==> config.mk <==
export PLATFORM = sky130hd
export DESIGN_NAME = hsi2rgb_flat
export DESIGN_NICKNAME = d
export VERILOG_FILES = /design/src/rtl/hsi2rgb_if.sv /design/src/rtl/hsi2rgb.sv /design/src/flat_wrapper.sv
export SDC_FILE = /design/constraint.sdc
export NUM_CORES = 1
export LEC_CHECK = 0
export ABC_AREA = 1
export CAP_MARGIN = 0
export CORE_MARGIN = 2
export CORE_UTILIZATION = 35
export CTS_CLUSTER_DIAMETER = 40
export DETAILED_ROUTE_END_ITERATION = 8
export SETUP_SLACK_MARGIN = 0.3
export SYNTH_ARGS = -nofsm -noshare
export SYNTH_HDL_FRONTEND = slang
export SYNTH_SLANG_ARGS = --single-unit
==> constraint.sdc <==
create_clock -name clk -period 28.9 [get_ports clk]
set_input_delay 5.78 -clock clk [delete_from_list [all_inputs] [get_ports clk]]
set_output_delay 5.78 -clock clk [all_outputs]
set_load 0.01 [all_outputs]
==> src/rtl/hsi2rgb_if.sv <==
// Pixel stream bundle for the HSI888 -> RGB888 converter: HSI side in, RGB side out.
interface hsi2rgb_if;
  logic        HSI_hsync;
  logic        HSI_vsync;
  logic [7:0]  H_data;
  logic [7:0]  S_data;
  logic [7:0]  I_data;
  logic        HSI_de;
  logic        RGB_hsync;
  logic        RGB_vsync;
  logic [23:0] RGB_data;
  logic        RGB_de;

  modport master (
    output HSI_hsync, HSI_vsync, H_data, S_data, I_data, HSI_de,
    input  RGB_hsync, RGB_vsync, RGB_data, RGB_de
  );

  modport slave (
    input  HSI_hsync, HSI_vsync, H_data, S_data, I_data, HSI_de,
    output RGB_hsync, RGB_vsync, RGB_data, RGB_de
  );
endinterface

==> src/rtl/hsi2rgb.sv <==
// HSI888 -> RGB888 converter: 4-stage fixed-latency pipeline, one pixel per clock,
// syncs and de delayed alongside the pixel data.
module hsi2rgb #(
  parameter int unsigned H_DISP = 640,
  parameter int unsigned V_DISP = 480
) (
  input  logic      clk,
  input  logic      rst,
  hsi2rgb_if.slave  bus
);

  localparam int unsigned HUE_WRAP = 240;
  localparam int unsigned SEC_LEN  = 80;
  localparam int unsigned DLY      = 4;
  localparam int unsigned KW       = 11;
  localparam int unsigned PW       = 27;
  localparam int unsigned VW       = 12;

  // Geometry is carried only for hierarchy consistency; reject nonsense at elaboration.
  if (H_DISP == 0 || V_DISP == 0) begin : g_bad_geometry
    $error("hsi2rgb: H_DISP and V_DISP must be non-zero");
  end

  logic [DLY-1:0]       hs_q, vs_q, de_q;
  logic [1:0]           s1_sec, s2_sec, s3_sec;
  logic [6:0]           s1_h;
  logic [7:0]           s1_s, s1_i, s2_s, s2_i, s3_i, s3_x;
  logic signed [KW-1:0] s2_k;
  logic signed [VW-1:0] s3_y;
  logic [23:0]          rgb_q;

  logic [7:0]           hw_c;
  logic [1:0]           sec_c;
  logic [6:0]           h_c;
  logic signed [KW-1:0] k_c;
  logic [15:0]          xp_c;
  logic [7:0]           x_c;
  logic signed [PW-1:0] i_w, s_w, k_w, p_c;
  logic signed [VW-1:0] y_c, z_c;
  logic [7:0]           cy_c, cz_c;
  logic [23:0]          rgb_c;

  function automatic logic [7:0] clamp8(input logic signed [VW-1:0] v);
    if (v < 12'sd0)   return 8'd0;
    if (v > 12'sd255) return 8'hFF;
    return v[7:0];
  endfunction

  // Stage 1: fold hue into 0..239, then split into sector and offset within the sector.
  always_comb begin
    hw_c  = (bus.H_data >= 8'(HUE_WRAP)) ? bus.H_data - 8'(HUE_WRAP) : bus.H_data;
    sec_c = 2'd0;
    h_c   = 7'(hw_c);
    if (hw_c >= 8'(2 * SEC_LEN)) begin
      sec_c = 2'd2;
      h_c   = 7'(hw_c - 8'(2 * SEC_LEN));
    end else if (hw_c >= 8'(SEC_LEN)) begin
      sec_c = 2'd1;
      h_c   = 7'(hw_c - 8'(SEC_LEN));
    end
  end

  // K(h) = round(256*cos(1.5h deg)/cos(60-1.5h deg)), h = 0..79
  always_comb begin
    k_c = '0;
    case (s1_h)
      7'd0:  k_c = 11'sd512;  7'd1:  k_c = 11'sd490;  7'd2:  k_c = 11'sd469;  7'd3:  k_c = 11'sd451;
      7'd4:  k_c = 11'sd433;  7'd5:  k_c = 11'sd417;  7'd6:  k_c = 11'sd402;  7'd7:  k_c = 11'sd388;
      7'd8:  k_c = 11'sd374;  7'd9:  k_c = 11'sd362;  7'd10: k_c = 11'sd350;  7'd11: k_c = 11'sd338;
      7'd12: k_c = 11'sd328;  7'd13: k_c = 11'sd317;  7'd14: k_c = 11'sd308;  7'd15: k_c = 11'sd298;
      7'd16: k_c = 11'sd289;  7'd17: k_c = 11'sd280;  7'd18: k_c = 11'sd272;  7'd19: k_c = 11'sd264;
      7'd20: k_c = 11'sd256;  7'd21: k_c = 11'sd248;  7'd22: k_c = 11'sd241;  7'd23: k_c = 11'sd234;
      7'd24: k_c = 11'sd227;  7'd25: k_c = 11'sd220;  7'd26: k_c = 11'sd213;  7'd27: k_c = 11'sd207;
      7'd28: k_c = 11'sd200;  7'd29: k_c = 11'sd194;  7'd30: k_c = 11'sd187;  7'd31: k_c = 11'sd181;
      7'd32: k_c = 11'sd175;  7'd33: k_c = 11'sd169;  7'd34: k_c = 11'sd163;  7'd35: k_c = 11'sd157;
      7'd36: k_c = 11'sd151;  7'd37: k_c = 11'sd145;  7'd38: k_c = 11'sd140;  7'd39: k_c = 11'sd134;
      7'd40: k_c = 11'sd128;  7'd41: k_c = 11'sd122;  7'd42: k_c = 11'sd116;  7'd43: k_c = 11'sd111;
      7'd44: k_c = 11'sd105;  7'd45: k_c = 11'sd99;   7'd46: k_c = 11'sd93;   7'd47: k_c = 11'sd87;
      7'd48: k_c = 11'sd81;   7'd49: k_c = 11'sd75;   7'd50: k_c = 11'sd69;   7'd51: k_c = 11'sd62;
      7'd52: k_c = 11'sd56;   7'd53: k_c = 11'sd49;   7'd54: k_c = 11'sd43;   7'd55: k_c = 11'sd36;
      7'd56: k_c = 11'sd29;   7'd57: k_c = 11'sd22;   7'd58: k_c = 11'sd15;   7'd59: k_c = 11'sd8;
      7'd60: k_c = 11'sd0;    7'd61: k_c = -11'sd8;   7'd62: k_c = -11'sd16;  7'd63: k_c = -11'sd24;
      7'd64: k_c = -11'sd33;  7'd65: k_c = -11'sd42;  7'd66: k_c = -11'sd52;  7'd67: k_c = -11'sd61;
      7'd68: k_c = -11'sd72;  7'd69: k_c = -11'sd82;  7'd70: k_c = -11'sd94;  7'd71: k_c = -11'sd106;
      7'd72: k_c = -11'sd118; 7'd73: k_c = -11'sd132; 7'd74: k_c = -11'sd146; 7'd75: k_c = -11'sd161;
      7'd76: k_c = -11'sd177; 7'd77: k_c = -11'sd195; 7'd78: k_c = -11'sd213; 7'd79: k_c = -11'sd234;
      default: k_c = '0;
    endcase
  end

  // Stage 3: x = I(1-S), y = I + I*S*K/65536 with floor on the signed product.
  always_comb begin
    xp_c = 16'(s2_i) * (16'd256 - 16'(s2_s));
    x_c  = 8'(xp_c >> 8);
    i_w  = PW'(s2_i);
    s_w  = PW'(s2_s);
    k_w  = PW'(s2_k);
    p_c  = i_w * s_w * k_w;
    y_c  = VW'(s2_i) + VW'(p_c >>> 16);
  end

  // Stage 4: third component, clamping, sector rotation and blanking.
  always_comb begin
    z_c   = VW'(s3_i) * 12'd3 - VW'(s3_x) - s3_y;
    cy_c  = clamp8(s3_y);
    cz_c  = clamp8(z_c);
    case (s3_sec)
      2'd0:    rgb_c = {cy_c, cz_c, s3_x};
      2'd1:    rgb_c = {s3_x, cy_c, cz_c};
      default: rgb_c = {cz_c, s3_x, cy_c};
    endcase
    if (!de_q[2]) rgb_c = '0;
  end

  always_ff @(posedge clk or posedge rst) begin
    if (rst) begin
      hs_q   <= '0;
      vs_q   <= '0;
      de_q   <= '0;
      s1_sec <= '0;
      s1_h   <= '0;
      s1_s   <= '0;
      s1_i   <= '0;
      s2_sec <= '0;
      s2_k   <= '0;
      s2_s   <= '0;
      s2_i   <= '0;
      s3_sec <= '0;
      s3_i   <= '0;
      s3_x   <= '0;
      s3_y   <= '0;
      rgb_q  <= '0;
    end else begin
      hs_q   <= {hs_q[DLY-2:0], bus.HSI_hsync};
      vs_q   <= {vs_q[DLY-2:0], bus.HSI_vsync};
      de_q   <= {de_q[DLY-2:0], bus.HSI_de};
      s1_sec <= sec_c;
      s1_h   <= h_c;
      s1_s   <= bus.S_data;
      s1_i   <= bus.I_data;
      s2_sec <= s1_sec;
      s2_k   <= k_c;
      s2_s   <= s1_s;
      s2_i   <= s1_i;
      s3_sec <= s2_sec;
      s3_i   <= s2_i;
      s3_x   <= x_c;
      s3_y   <= y_c;
      rgb_q  <= rgb_c;
    end
  end

  assign bus.RGB_hsync = hs_q[DLY-1];
  assign bus.RGB_vsync = vs_q[DLY-1];
  assign bus.RGB_de    = de_q[DLY-1];
  assign bus.RGB_data  = rgb_q;

endmodule

==> src/flat_wrapper.sv <==
// flat-port wrapper written by rule: the top's interface ports become plain ports
module hsi2rgb_flat 
#(
  parameter int unsigned H_DISP = 640,
  parameter int unsigned V_DISP = 480
)
  (clk, rst, bus_HSI_hsync, bus_HSI_vsync, bus_H_data, bus_S_data, bus_I_data, bus_HSI_de, bus_RGB_hsync, bus_RGB_vsync, bus_RGB_data, bus_RGB_de);
  hsi2rgb_if bus_i ();
  input  logic clk;
  input  logic rst;
  input wire logic [$bits(bus_i.HSI_hsync)-1:0] bus_HSI_hsync;
  input wire logic [$bits(bus_i.HSI_vsync)-1:0] bus_HSI_vsync;
  input wire logic [$bits(bus_i.H_data)-1:0] bus_H_data;
  input wire logic [$bits(bus_i.S_data)-1:0] bus_S_data;
  input wire logic [$bits(bus_i.I_data)-1:0] bus_I_data;
  input wire logic [$bits(bus_i.HSI_de)-1:0] bus_HSI_de;
  output wire logic [$bits(bus_i.RGB_hsync)-1:0] bus_RGB_hsync;
  output wire logic [$bits(bus_i.RGB_vsync)-1:0] bus_RGB_vsync;
  output wire logic [$bits(bus_i.RGB_data)-1:0] bus_RGB_data;
  output wire logic [$bits(bus_i.RGB_de)-1:0] bus_RGB_de;
  assign bus_i.HSI_hsync = bus_HSI_hsync;
  assign bus_i.HSI_vsync = bus_HSI_vsync;
  assign bus_i.H_data = bus_H_data;
  assign bus_i.S_data = bus_S_data;
  assign bus_i.I_data = bus_I_data;
  assign bus_i.HSI_de = bus_HSI_de;
  assign bus_RGB_hsync = bus_i.RGB_hsync;
  assign bus_RGB_vsync = bus_i.RGB_vsync;
  assign bus_RGB_data = bus_i.RGB_data;
  assign bus_RGB_de = bus_i.RGB_de;
  hsi2rgb #(.H_DISP(H_DISP), .V_DISP(V_DISP)) u_core (.clk(clk), .rst(rst), .bus(bus_i));
endmodule
Yosys cells after proc, flatten, opt, wreduce, memory -nomap -nowiden
Memories as Yosys holds them, arrays and structs flattened. A register that Yosys moved wholly into a read port is not among the register bits.
Cells that the tools add are included.
W data, S select, Z words.

cells by class
  reductions and logical operators = 1
  mux-type cells = 21
  multipliers = 4
  magnitude comparators = 7
  add/subtract/negate cells = 7
  eq/ne operators = 1

operators with widths
  operator                number
  $mux W8                 9
  $pmux W24 S2            1
  $mul A17 B11 Y27        1
  $gt A12 B9 Y1 const B   2
  $lt A12 B1 Y1 const B   2
  $mux W24                1
  $ge A8 B8 Y1 const B    2
  $mul A8 B16 Y16         1
  $mul A8 B8 Y16          1
  $mux W7                 2
  $add A9 B11 Y12         1
  $sub A12 B12 Y12        1
  $sub A10 B8 Y11         1
  $mul A8 B2 Y10 const B  1
  $sub A9 B8 Y10 const A  1
  $ge A8 B7 Y1 const B    1
  $sub A8 B8 Y8 const B   1
  $mux W1                 7
  $sub A7 B6 Y7 const B   1
  $sub A7 B7 Y7 const B   1
  $eq A2 B1 Y1 const B    1
  $logic_not A2 Y1        1
  $mux W2                 1

storage, ports and cells
  logic and storage cells = 57
  output and inout bits = 27
  memories = 1
  ROM bits = 1408
  flip-flop bits (word level) = 109

memory list
  name              depth  bits a word  rd ports  clocked after Yosys merged registers in  wr ports  RTL line       source
  (name not given)  128    11           1         1                                        0         hsi2rgb.sv:66  case (s1_h)

Logic depth before layout (Yosys ltp)
  depth after elaboration = 10
  mapped depth = 48

Least setup slack after synthesis
OpenSTA, ideal clock, no wires.

  path type = flip-flop to flip-flop
  start point = register u_core.s2_i[6]
  end point = register u_core.s3_y[9]
  required time = 28781 ps
  data arrival time = 8988 ps
  path slack = 19793 ps
  cell stages (with the launch flop) = 41
  buffers on the path = 1
  setup time = 119 ps
  cell sequence = dfrtp_1 > clkbuf_1 > nand2_1 > inv_1 > fa_1 > inv_1 > fa_1 > fa_1 > fa_1 > inv_1 > ha_1 > a21oi_1 > o21ai_1 > a21oi_1 > xor2_1 > inv_1 > nor2_1 > fa_1 > [5 not listed] > inv_1 > ha_1 > nand2_1 > inv_1 > a21oi_1 > o21ai_0 > inv_1 > o21ai_0 > xor2_1 > ha_1 > nand3_1 > nand2_1 > a21oi_1 > o21ai_0 > nand2_1 > nand2_1 > nand3_1 > and2_1

between the ends
  cells in the longest elaborated chain, start to end = 3

ends and longest elaborated chain
  element                  RTL line        source
  from (decl)              hsi2rgb.sv:27   logic [7:0] s1_s, s1_i, s2_s, s2_i, s3_i, s3_x;
  from (signal assigned)   hsi2rgb.sv:144  s2_i <= s1_i;
  $mul A8 B8 Y16           hsi2rgb.sv:98   p_c = i_w * s_w * k_w;
  $mul A17 B11 Y27         hsi2rgb.sv:98
  $add A9 B11 Y12 *        hsi2rgb.sv:99   y_c = VW'(s2_i) + VW'(p_c >>> 16);
  named net u_core.y_c[9]  hsi2rgb.sv:39   logic signed [VW-1:0] y_c, z_c;
  to (signal assigned)     hsi2rgb.sv:148  s3_y <= y_c;
  to (decl)                hsi2rgb.sv:29   logic signed [VW-1:0] s3_y;

The timed path passes the listed nets; every way through them passes the cells marked *.

Worst setup path after layout
  start point = register u_core.s2_i[5]
  end point = register u_core.s3_y[9]

The elaborated chain is that of the path after synthesis.

==> results.cfg <==
[worst_setup_path]
worstPathRequired_ns = 29.24
path_max_fanout = 16
criticalPathCategory = reg -> reg
slowest_stage = dfrtp_1
slowest_delay_ns = 0.77
arrival_ns = 10.56
critPathCaptureType = register
critPathMostFrequentCell = fa_1
start_kind = register
r2r_cells = 37

[logic_synthesis]
synth_cells = 2146
ys_seq_elements = 120
ys_seq_area_share_pct = 18.0
ys_warn_count = 0
synth_area_mm2 = 0.0167
synth-edff-count = 0
async_flop_share_pct = 100
syn_nets = 2572
synth_cell_types = 52
synth_ff_type = dfrtp_1
syn_avg_cell_area_um2 = 7.78

[drt]
drt-vias-per-instance = 4.83
wl_mm = 41.7
dr.pass1.iters = 5
drt_iter0_markers = 844
drc = 0
vias = 13500
routedWlPerCell_um = 14.9
route.antenna.remaining_nets = 0

[grt]
grt_use_met1_pct = 22.1
grt_first_pass_wirelength_mm = 69.7
grt-ovfl-total = 0
top_usage_layer = met2
grt_max_degree = 70
grt_pass1_vias = 14200
antenna_found_initial = 6
track_usage_pct = 17.6
grtUsageMet3_pct = 3.24
use_met2_pct = 30.2

[clocking]
cts_buffers = 17
clkSinkCount = 120
clk_pin_slew_ns = 0.07
cts_resized = 0
cts_tree = built
ctsRootBufferMaster = clkbuf_16
clkLatencyLatePin_ns = 0.46
holdBufCountCts = 0
ctsLongestPathBuffers = 2
post-cts-setup-buffers = 0
ctsHtreeMaxLevel = 4

[floorplan]
io-pin-count = 56
die_w_um = 222
row_count = 80
initial_utilization_pct = 35.2
core_area_mm2 = 0.0474
chipHeight_um = 222
die-area_mm2 = 0.0495

[cells_and_area]
multiInputGateArea_mm2 = 0.0115
final_common_cell = inv_1
drive_gt1_share_pct = 3.11
design_area_mm2 = 0.0184
layout.area.seq_mm2 = 0.00300
fin_nets = 2599
num_antenna_cells = 0
final_cell_mix = 513 x inv_1, 493 x nand2_1, 211 x fa_1, 186 x ha_1, 180 x nor2_1
fillers = 4891
syn2layout_area_growth_pct = 10.3

[place]
dpl_cell_area_mm2 = 0.0178
dpl.hpwl_mm = 34.4
place_congestion = 0.862
port_buffers = 55

[timing]
hold_viol_final = 0
slew_headroom_pct = 29.2
rsz0062_at_grt = false
tns_ns = 0
fin_crit_sh_pct = 35.4
min_period_ns = 10.22
drv_slew = 0
fin_skew_ns = 0.0116
max_freq_ghz = 0.0978
tightest_slew_ns = 1.06
finalSetupViolCount = 0

[worst_hold_path]
holdPathStages = 0
hold_class = reg -> reg

[outcome]
status = finished clean

[run]
cap_violations = 0
## per-layer routing
layer,up-vias,wire [um]
met3,74,1980
met4,0,1190
li1,6571,-
met5,-,0
met1,6533,18600
met2,358,20000
## state kept, by name, indices dropped and copies added, names as in the netlist
name and count:
u_core.bus.RGB_data 24, u_core.de_q 4, u_core.hs_q 4, u_core.s1_h 7, u_core.s1_i 8, u_core.s1_s 8, u_core.s1_sec 2, u_core.s2_i 8
u_core.s2_k 11, u_core.s2_s 8, u_core.s2_sec 2, u_core.s3_i 8, u_core.s3_sec 2, u_core.s3_x 8, u_core.s3_y 12, u_core.vs_q 4
## synth_stat cells (5+ instances only)
| library cell | number | area (um^2) |
|---|---|---|
| inv_1 | 514 | 1930 |
| nand2_1 | 493 | 1850 |
| fa_1 | 211 | 4220 |
| ha_1 | 186 | 2330 |
| nor2_1 | 180 | 676 |
| dfrtp_1 | 120 | 3000 |
| a21oi_1 | 86 | 430 |
| nand3_1 | 69 | 345 |
| o21ai_0 | 53 | 265 |
| clkbuf_1 | 38 | 143 |
| xor2_1 | 27 | 236 |
| nand4_1 | 21 | 131 |
| o221ai_1 | 18 | 158 |
| o211ai_1 | 17 | 128 |
| xnor2_1 | 17 | 149 |
| nor3_1 | 8 | 40.0 |
| nand2_2 | 7 | 43.8 |
| o21bai_1 | 7 | 52.6 |
| or2_2 | 7 | 43.8 |
| buf_2 | 5 | 25.0 |
| nand3b_1 | 5 | 37.5 |
## stage by stage
step | util, % | setup WS [ns] | cells | hold slack, ns
floorplan | - | 19.79 | 2146 | 0.331
global placement | 37.6 | 18.97 | 2769 | 0.333
detailed placement | 37.6 | 18.68 | 2769 | 0.335
CTS | 38.8 | 18.65 | 2801 | 0.342
global route | 38.8 | 17.97 | 2801 | 0.341
finish | 38.8 | 18.68 | 2801 | 0.341
## cell type report
| class | count | area share (%) |
|---|---|---|
| multi-input combinational | 1456 | 62.6 |
| inverter | 522 | 10.7 |
| sequential | 120 | 16.3 |
| clock buffer | 17 | 2.31 |
| tap | 615 | 4.18 |
| clock inverter | 15 | 0.917 |
| timing repair buffer | 56 | 3.03 |
## critical path: cells and delay by family (launching register included)
kind / cells / cell delay [ns]
xor gates and xnor gates: 2 / 0.82
DFF: 1 / 0.77
buffers and inverters: 6 / 0.48
adders and majority gates: 12 / 5.60
and+or+nand+nor: 9 / 1.11
AOI/OAI and AO/OA: 8 / 1.32
## final timing paths
path                                  end  slack [ns]           start
setup reg to reg           u_core.s3_y[9]       18.68  u_core.s2_i[5]
hold / removal             u_core.de_q[1]        0.34  u_core.de_q[0]
hold reg to reg            u_core.de_q[1]        0.34  u_core.de_q[0]
setup / recovery           u_core.s3_y[9]       18.68  u_core.s2_i[5]
max in group asynchronous  u_core.s2_k[0]       21.79             rst
min in group asynchronous  u_core.hs_q[1]        5.74             rst
## cells by family (layout without fill, tap and decap cells)
| logic type | Yosys count | in the layout | synth area share, % |
|---|---|---|---|
| simple gates | 800 | 800 | 19.5 |
| buf+inv | 570 | 610 | 13.0 |
| fa+ha+maj | 397 | 397 | 39.2 |
| compound gates | 211 | 211 | 7.60 |
| flops | 120 | 120 | 18.0 |
| xor+xnor | 48 | 48 | 2.70 |
Power is left out: the tool's default activity adds up to more than one toggle a clock period on the data nets, which glitch-free logic cannot reach.
